<file path="config.mk">
export PLATFORM = sky130hd
export DESIGN_NAME = arith_operand_loader
export DESIGN_NICKNAME = d
export VERILOG_FILES = /design/src/rtl/arith_operand_loader.sv
export SDC_FILE = /design/constraint.sdc
export NUM_CORES = 1
export LEC_CHECK = 0
export CAP_MARGIN = 0
export CORE_AREA = 2 2 48 84
export DETAILED_ROUTE_END_ITERATION = 12
export DIE_AREA = 0 0 50 86
export PLACE_DENSITY = 0.73
export SETUP_SLACK_MARGIN = 0.1
export SYNTH_ARGS = -nofsm -noshare
export SYNTH_HDL_FRONTEND = slang
export SYNTH_SLANG_ARGS = --single-unit
</file>
<file path="constraint.sdc">
create_clock -name clk -period 1.5 [get_ports clk]
set_input_delay 0.225 -clock clk [delete_from_list [all_inputs] [get_ports clk]]
set_output_delay 0.225 -clock clk [all_outputs]
set_load 0.05 [all_outputs]
</file>
<file path="src/rtl/arith_operand_loader.sv">
// Operand-collecting front end for the combinational Arithmetic unit.
// Optional result chaining from DONE is enabled by defining ARITH_ACC_EN.
module arith_operand_loader #(
    parameter int CNT_W = 8
) (
    input  logic             clk,
    input  logic             rst_n,
    input  logic [7:0]       sw,
    input  logic [1:0]       mode_sw,
    input  logic             load_btn,
    input  logic             clear_btn,
    output logic [1:0]       alu_mode,
    output logic [7:0]       alu_i,
    input  logic [7:0]       alu_o,
    input  logic             alu_carry,
    output logic [7:0]       result,
    output logic             result_carry,
    output logic             result_valid,
    output logic [1:0]       state,
    output logic [CNT_W-1:0] op_count
);

    typedef enum logic [1:0] {
        IDLE   = 2'b00,
        WAIT_B = 2'b01,
        EXEC   = 2'b10,
        DONE   = 2'b11
    } state_t;

    state_t             r_state;
    logic               r_load_q;
    logic [1:0]         r_alu_mode;
    logic [7:0]         r_alu_i;
    logic [7:0]         r_result;
    logic               r_result_carry;
    logic               r_result_valid;
    logic [CNT_W-1:0]   r_op_count;

    state_t             w_state_nxt;
    logic [1:0]         w_mode_nxt;
    logic [7:0]         w_i_nxt;
    logic [7:0]         w_result_nxt;
    logic               w_carry_nxt;
    logic               w_valid_nxt;
    logic [CNT_W-1:0]   w_cnt_nxt;
    logic [7:0]         w_src;
    logic               w_press;

    assign w_press = load_btn & ~r_load_q;

    always_comb begin
        w_state_nxt  = r_state;
        w_mode_nxt   = r_alu_mode;
        w_i_nxt      = r_alu_i;
        w_result_nxt = r_result;
        w_carry_nxt  = r_result_carry;
        w_valid_nxt  = r_result_valid;
        w_cnt_nxt    = r_op_count;
`ifdef ARITH_ACC_EN
        w_src        = (r_state == DONE) ? r_result : sw;
`else
        w_src        = sw;
`endif
        if (clear_btn) begin
            w_state_nxt = IDLE;
            w_valid_nxt = 1'b0;
        end else begin
            case (r_state)
                IDLE, DONE: begin
                    if (w_press) begin
                        if (r_state == DONE) w_valid_nxt = 1'b0;
                        w_mode_nxt = mode_sw;
                        if (!mode_sw[1]) begin
                            w_i_nxt     = {4'h0, w_src[3:0]};
                            w_state_nxt = WAIT_B;
                        end else begin
                            w_i_nxt     = w_src;
                            w_state_nxt = EXEC;
                        end
                    end
                end
                WAIT_B: begin
                    if (w_press) begin
                        w_i_nxt[7:4] = sw[3:0];
                        w_state_nxt  = EXEC;
                    end
                end
                EXEC: begin
                    w_result_nxt = alu_o;
                    w_carry_nxt  = alu_carry;
                    w_valid_nxt  = 1'b1;
                    w_cnt_nxt    = r_op_count + 1'b1;
                    w_state_nxt  = DONE;
                end
                default: w_state_nxt = IDLE;
            endcase
        end
    end

    // load_q tracks the button even in reset so a button held across reset
    // release is not seen as a fresh press.
    always_ff @(posedge clk) begin
        r_load_q <= load_btn;
        if (!rst_n) begin
            r_state        <= IDLE;
            r_alu_mode     <= '0;
            r_alu_i        <= '0;
            r_result       <= '0;
            r_result_carry <= 1'b0;
            r_result_valid <= 1'b0;
            r_op_count     <= '0;
        end else begin
            r_state        <= w_state_nxt;
            r_alu_mode     <= w_mode_nxt;
            r_alu_i        <= w_i_nxt;
            r_result       <= w_result_nxt;
            r_result_carry <= w_carry_nxt;
            r_result_valid <= w_valid_nxt;
            r_op_count     <= w_cnt_nxt;
        end
    end

    assign alu_mode     = r_alu_mode;
    assign alu_i        = r_alu_i;
    assign result       = r_result;
    assign result_carry = r_result_carry;
    assign result_valid = r_result_valid;
    assign state        = r_state;
    assign op_count     = r_op_count;

endmodule

</file>
# Word-level counts from Yosys, hierarchy flattened
# Cells that the tools add are included.
# word_totals
output_inout_bits,30
word_cells,41
regBits,31
# op_classes
bitwise,4
reduce_logical,10
muxes,11
n_eq_ne,6
add_sub_neg,1
# ops
cell,count
2-to-1 mux 8 bit,2
adder 8 x 1 -> 8 bit (second input constant),1
case mux 4 bit (2 select lines),1
2-to-1 mux 2 bit,3
inequality test 2 bit (second input constant),3
case mux 2 bit (3 select lines),1
AND reduction 3 bit,2
equality test 2 bit (second input constant),2
2-to-1 mux 4 bit,1
AND reduction 2 bit,2
AND reduction 4 bit,1
nonzero test 2 bit,2
OR reduction 2 bit,2
NOT 1 bit,3
equality test 2 x 1 -> 1 bit (second input constant),1
logical NOT 2 bit,1
2-to-1 mux 1 bit,2
case mux 1 bit (2 select lines),1
AND 1 bit,1

# Longest topological paths before layout
# Gate-level depths: netlist of run 1.
# depth
depth_word,4
mapped_depth,6

# Worst setup path after synthesis of run 1
# Ideal clock, no wire load.
# synth_path
path_kind,register to register
startpoint,register r_state[0] (netlist: state[0])
endpoint,register r_alu_i[4] (netlist: alu_i[4])
path_stages_with_launch,7
t_required_ps,1430
arrival_ps,1930
path_slack_ps,-500
period_less_slack_ps,2000
setup_ps,70
cell_sequence,dfxtp_1 > inv_1 > ha_1 > or2_4 > a211oi_4 > o21ai_1 > a21oi_1
# synth_via
elab_chain_len,4
elab_cells_between_ends,9
# synth_lines
item,line_no,rtl
from (decl),30,state_t r_state;
from (signal assigned),113,r_state <= w_state_nxt;
equality test 2 bit / logical NOT 2 bit (equally long branches),68,case (r_state)
OR reduction 2 bit,68,
inequality test 2 bit (no line) / nonzero test 2 bit (equally long branches),--,
AND reduction 4 bit (no line),--,
to (signal assigned),115,r_alu_i <= w_i_nxt;
to (decl),33,logic [7:0] r_alu_i;
# Several ways; a longest one is shown, not always the timed one.
# A chain may end at the register's enable or synchronous reset.

# Worst setup path after layout of run 1
# layout_path
startpoint,register r_state[0] (netlist: state[0])
endpoint,register r_alu_i[7] (netlist: alu_i[7])
# The elaborated chain is that of the path after synthesis.

==> results.yml, run 1 <==
yosys:
  synth_cell_types: 31
  synth.area.top_cells: "dfxtp_1, nand2_1, a21boi_1"
  synth_top_cell_by_area: "dfxtp_1"
  ys.warnings.count: 0
  syn_area_per_cell_sq_um: 9.475
  syn-num-nets: 173
  synth_top_area_share_pct: 45.17
  ys_seq_area_share_pct: 45.17
  ys_ff_latch: 31
  synthCells: 145
  synth.cell_area_sq_um: 1374
die:
  io_pins: 53
  initial_core_util_pct: 38.24
  die_width_um: 50
  rows: 29
  die_h_um: 86
  die_area_sq_um: 4300
  core_area_sq_um: 3592
sta:
  maxSlewViolCount: 0
  fin_crit_ns: 1.519
  rsz0062_at_grt: "true"
  clock_skew_ns: 0.001627
  fin_ws_ns: -0.01864
  tightest_slew_ns: 0.3074
  period_share_pct: 101.2
  relSlewSlack_pct: 79.51
  final_hold_viol_count: 0
  finalSetupViolations: 1
  achievable-frequency_mhz: 658.5
flow_run:
  drv_cap: 0
critical_path:
  cp-start-kind: "register"
  arrival_ns: 1.68
  worst-path-buf-inv: 3
  path_class: "reg2reg"
  cp_slowest_cell: "dfxtp_4"
  required_ns: 1.66
  crit_path_max_incr_delay_ns: 0.39
  critical_path.cell_chain: "inv_4 -> ha_4 -> or2_4 -> a211oi_4 -> buf_6 -> buf_4 -> a21oi_2"
  cp-end-kind: "register"
  crit_fanout: 8
  crit_family: "flip-flops"
hold_path:
  hp-class: "reg2reg"
clock_tree:
  cts_tree: "yes"
  cts_root_buffer: "clkbuf_8"
  cts_buffer_depth: 2
  cts_buffers: 5
  cts_num_sinks: 31
  worstSkewPairLatency_ns: 0.27
  clkSlewWorstSetupHoldPaths_ns: 0.06
  htreeDepth: 2
placed_design:
  place_hpwl_mm: 2.668
  port_buffers: 52
  placed_area_sq_um: 2078
  place.gp.congestion: 0.8372
  dp_cells: 251
power_and_ir_drop:
  powerDensity_nw_per_um2: 854.1
  vdd_drop_max_mv: 0.7237
  p_leak_nw: 0.8870
  power_mw: 1.909
drt:
  ant_nets: 0
  drcViolationCount: 0
  post_drt_wl_per_cell_um: 12.82
  vias: 1259
  wirelength_mm: 3.372
  viasPerCell: 4.787
  drt_iter0_drc: 28
  drtPass1Iterations: 4
grt:
  antenna_found_initial: 0
  grt_remaining_overflow: 0
  grt_pass1_wl_mm: 5.685
  gr-usage-all-layers_pct: 16.95
  grt_max_degree: 12
  grt_pass1_vias: 1247
status:
  status: "complete, but fails checks"
  violations: "setup timing"
cells_and_area:
  fin_nets: 244
  drive_above_1_share_pct: 36.41
  areaGrowthSynthToFinish_pct: 62.66
  utilization_pct: 62.21
  diodes: 0
  fin_cells: 263
  stdcell_area_sq_um: 2235
-- state kept, by name, summed over array words and instances (netlist names) --
register,count
result_carry,1
alu_mode,2
result_valid,1
r_load_q,1
result,8
state,2
alu_i,8
op_count,8
-- tightest hold or removal path, stage by stage, from the launching register on --
cell,delay (ns)
dfxtp_1,0.31
nand2_1,0.05
a21boi_1,0.05
-- cell families (layout without fill, tap and decap cells) --
kind of cell    after synthesis  count (layout)  share of synthesized area, %
mux                           6               6                         4.372
xor+xnor                      7               7                         4.463
fa+ha+maj                     5               5                         4.554
flops                        31              31                         45.17
buf+inv                      10              82                         3.642
simple gates                 60              60                         24.77
compound gates               26              26                         13.02
-- cells in the mapped netlist --
cell type / n
dfxtp_1: 31
nand2_1: 24
a21boi_1: 10
and2_1: 7
nor2b_1: 7
a21oi_1: 6
mux2i_1: 6
xnor2_1: 6
ha_1: 5
nand3_1: 5
o21ai_1: 5
buf_2: 4
inv_1: 4
a22oi_1: 3
nand4_1: 3
nor3_1: 3
nand2b_1: 2
a211oi_4: 1
a31oi_1: 1
and3_1: 1
and3b_1: 1
and4bb_2: 1
buf_6: 1
inv_2: 1
nand2b_4: 1
nor3_4: 1
nor4_1: 1
nor4_2: 1
or2_4: 1
or3_1: 1
xor2_1: 1
-- area by class of cell --
cell class | count | area (sq um)
clock buffer | 8 | 100.1
tap | 46 | 57.56
timing repair buffer | 69 | 664.4
multi-input combinational | 104 | 750.7
fill | 296 | 1358
sequential | 31 | 640.6
inverter | 5 | 21.27
-- through the flow --
stage	TNS, ns	worst slack (ns)	hold slack (ns)
floorplan	-0.5441	-0.06297	0.2527
global placement	-0.8975	-0.07964	0.4446
detailed placement	-1.391	-0.1586	0.4468
CTS	0	0.001262	0.4553
global route	-0.2576	-0.04945	0.4813
finish	-0.01864	-0.01864	0.4535
-- placed cells by master, fill, tap and decap left out, drive strengths merged, types with 2 or more instances in the layout --
cell type / n
nand2: 24
clkdlybuf4s50: 22
ha: 5
a22oi: 3
nor2b: 7
mux2i: 6
dfxtp: 31
a21boi: 10
nand3: 5
nand4: 3
nand2b: 3
a21oi: 6
buf: 47
nor4: 2
o21ai: 5
inv: 5
nor3: 4
xnor2: 6
and2: 7
clkbuf: 8
-- where the power goes --
part           leakage, nW  internal, mW  switching [mW]
clock network       0.0515         0.418           0.287
registers            0.257         0.843          0.0186
logic                0.579         0.165           0.177
-- final timing paths --
kind	start	endpoint	slack (ns)	depth (start not counted)
worst max-delay path	state[0]$_SDFFE_PP0P_	alu_i[7]$_SDFFE_PN0P_	-0.02	7
worst min-delay path	result_carry$_SDFFE_PN0P_	result_carry$_SDFFE_PN0P_	0.45	2
worst max register to register	state[0]$_SDFFE_PP0P_	alu_i[7]$_SDFFE_PN0P_	-0.02	7
worst min register to register	result_carry$_SDFFE_PN0P_	result_carry$_SDFFE_PN0P_	0.45	2
-- routing by layer --
| metal | wire, um | GRT usage [%] | vias to the layer above | part of all wire, % |
|---|---|---|---|---|
| met3 | 138 | 4.530 | 6 | 4.1 |
| met2 | 1926 | 30.14 | 30 | 57 |
| met4 | 58 | 6.061 | 0 | 1.7 |
| met5 | 0 | 0 | - | 0 |
| li1 | - | - | 630 | - |
| met1 | 1249 | 18.84 | 593 | 37 |
-- what timing repair did --
item                       4_1_cts  5_1_grt
resized for setup                3        4
hold buffers                     0        0
setup buffers                    3        1
setup endpoints to repair       10       14
No activity file was read; power rests on OpenSTA's default activity.
==> run 2, diff against run 1 <==
--- a/config.mk
+++ b/config.mk
@@ -5,7 +5,7 @@
 export SDC_FILE = /design/constraint.sdc
 export NUM_CORES = 1
 export LEC_CHECK = 0
-export CAP_MARGIN = 0
+export CAP_MARGIN = 10
 export CORE_AREA = 2 2 48 84
 export DETAILED_ROUTE_END_ITERATION = 12
 export DIE_AREA = 0 0 50 86
==> results of run 2 <==
Same layout as run 1: the final DEF is identical, and so are final timing and power.
==> run 3, diff against run 2 <==
--- a/config.mk
+++ b/config.mk
@@ -7,8 +7,10 @@
 export LEC_CHECK = 0
 export CAP_MARGIN = 10
 export CORE_AREA = 2 2 48 84
+export CTS_CLUSTER_SIZE = 12
 export DETAILED_ROUTE_END_ITERATION = 12
 export DIE_AREA = 0 0 50 86
+export MAX_ROUTING_LAYER = met4
 export PLACE_DENSITY = 0.73
 export SETUP_SLACK_MARGIN = 0.1
 export SYNTH_ARGS = -nofsm -noshare
==> run 3 against run 2 <==
Effect of this change:
- largest power group unchanged
- via count rose by 0.64%
- critical path depth did not move
- the run still ends with setup timing left
- clock skew rose by 0.0015 ns
==> results.yml, run 3 (synthesis gave the netlist of run 1 again) <==
status:
  status: "complete, but fails checks"
  violations: "setup timing"
drt:
  drt_iter0_drc: 30
  viasPerCell: 4.817
  drtPass1Iterations: 4
  wirelength_mm: 3.392
  drcViolationCount: 0
  ant_nets: 0
  vias: 1267
  post_drt_wl_per_cell_um: 12.90
clock_tree:
  cts_num_sinks: 31
  cts_hold_buf: 0
  clkSlewWorstSetupHoldPaths_ns: 0.06
  htreeDepth: 2
  cts_tree: "yes"
  worstSkewPairLatency_ns: 0.28
  cts_buffers: 5
  cts_root_buffer: "clkbuf_8"
  cts_buffer_depth: 2
power_and_ir_drop:
  powerDensity_nw_per_um2: 856.3
  power_mw: 1.914
  vdd_drop_max_mv: 0.7303
  p_leak_nw: 0.8870
sta:
  clock_skew_ns: 0.003164
  finalSetupViolations: 1
  fin_crit_ns: 1.514
  fin_ws_ns: -0.01425
  relSlewSlack_pct: 79.49
  final_hold_viol_count: 0
  rsz0062_at_grt: "true"
  maxSlewViolCount: 0
  tightest_slew_ns: 0.3076
  period_share_pct: 101.0
  achievable-frequency_mhz: 660.4
grt:
  grt_pass1_vias: 1248
  gr-usage-all-layers_pct: 17.40
  grt_remaining_overflow: 0
  antenna_found_initial: 0
  grt_max_degree: 12
  grt_pass1_wl_mm: 5.678
critical_path:
  crit_family: "flip-flops"
  crit_fanout: 8
  cp-start-kind: "register"
  worst-path-buf-inv: 3
  arrival_ns: 1.68
  path_class: "reg2reg"
  required_ns: 1.66
  cp-end-kind: "register"
  crit_path_max_incr_delay_ns: 0.39
  cp_slowest_cell: "dfxtp_4"
  critical_path.cell_chain: "inv_4 -> ha_4 -> or2_4 -> a211oi_4 -> buf_6 -> buf_4 -> a21oi_2"
placed_design:
  placed_area_sq_um: 2078
  port_buffers: 52
  dp_cells: 251
  dp_slack_ns: -0.1586
  place_hpwl_mm: 2.668
  place.gp.congestion: 0.8501
die:
  core_area_sq_um: 3592
  die_area_sq_um: 4300
  io_pins: 53
  rows: 29
  initial_core_util_pct: 38.24
  die_h_um: 86
  die_width_um: 50
flow_run:
  drv_cap: 0
cells_and_area:
  areaGrowthSynthToFinish_pct: 62.66
  fin_nets: 244
  regArea_sq_um: 640.6
  multiInputGateArea_sq_um: 750.7
  stdcell_area_sq_um: 2235
  final_common_cell: "buf_4"
  fillCellCount: 296
  fin_cells: 263
  drive_above_1_share_pct: 36.41
  final_cell_mix: "buf_4, nand2_1, dfxtp_1, clkdlybuf4s50_1, a21boi_1"
  utilization_pct: 62.21
  diodes: 0
hold_path:
  hp-class: "reg2reg"
run 3: worst paths after layout:
check / slack [ns] / cells after the start / from / to
hold / removal: 0.45 / 2 / result_carry$_SDFFE_PN0P_ / result_carry$_SDFFE_PN0P_
setup reg to reg: -0.01 / 7 / state[0]$_SDFFE_PP0P_ / alu_i[7]$_SDFFE_PN0P_
setup / recovery: -0.01 / 7 / state[0]$_SDFFE_PP0P_ / alu_i[7]$_SDFFE_PN0P_
hold reg to reg: 0.45 / 2 / result_carry$_SDFFE_PN0P_ / result_carry$_SDFFE_PN0P_
run 3: layer usage:
metal	vias up	global-route usage, %	share of wire (%)
li1	630	-	-
met1	599	18.73	37
met2	31	30.14	57
met3	7	4.530	4.1
met4	0	6.061	1.9
met5	-	-	0
run 3: timing repair:
item | CTS | global route
setup buffers | 3 | 1
endpoints found under the setup margin | 10 | 14
resized for setup | 3 | 4
run 3: metrics by stage:
stage,hold WS (ns),setup TNS (ns)
2_1_floorplan,0.2527,-0.5441
3_3_place_gp,0.4446,-0.8975
3_5_place_dp,0.4468,-1.391
4_1_cts,0.4553,0
5_1_grt,0.4813,-0.2576
6_report,0.4533,-0.01425
run 3: area by class of cell:
type	count	share of cell area, %
Multi-Input combinational cell	104	33.59
Inverter	5	0.9518
Timing Repair Buffer	69	29.73
Clock buffer	8	4.479
Sequential cell	31	28.67
Tap cell	46	2.576
run 3: worst register-to-register path, stage by stage, from the launching register on:
cell and delay, ns:
dfxtp_4 0.39, inv_4 0.04, ha_4 0.21, or2_4 0.24, a211oi_4 0.20, buf_6 0.16
buf_4 0.11, a21oi_2 0.04
run 3: power breakdown:
part	total (mW)	switching, mW	internal (mW)
clock network	0.710	0.292	0.418
logic	0.342	0.177	0.165
registers	0.861	0.0185	0.843
total	1.91	0.487	1.43
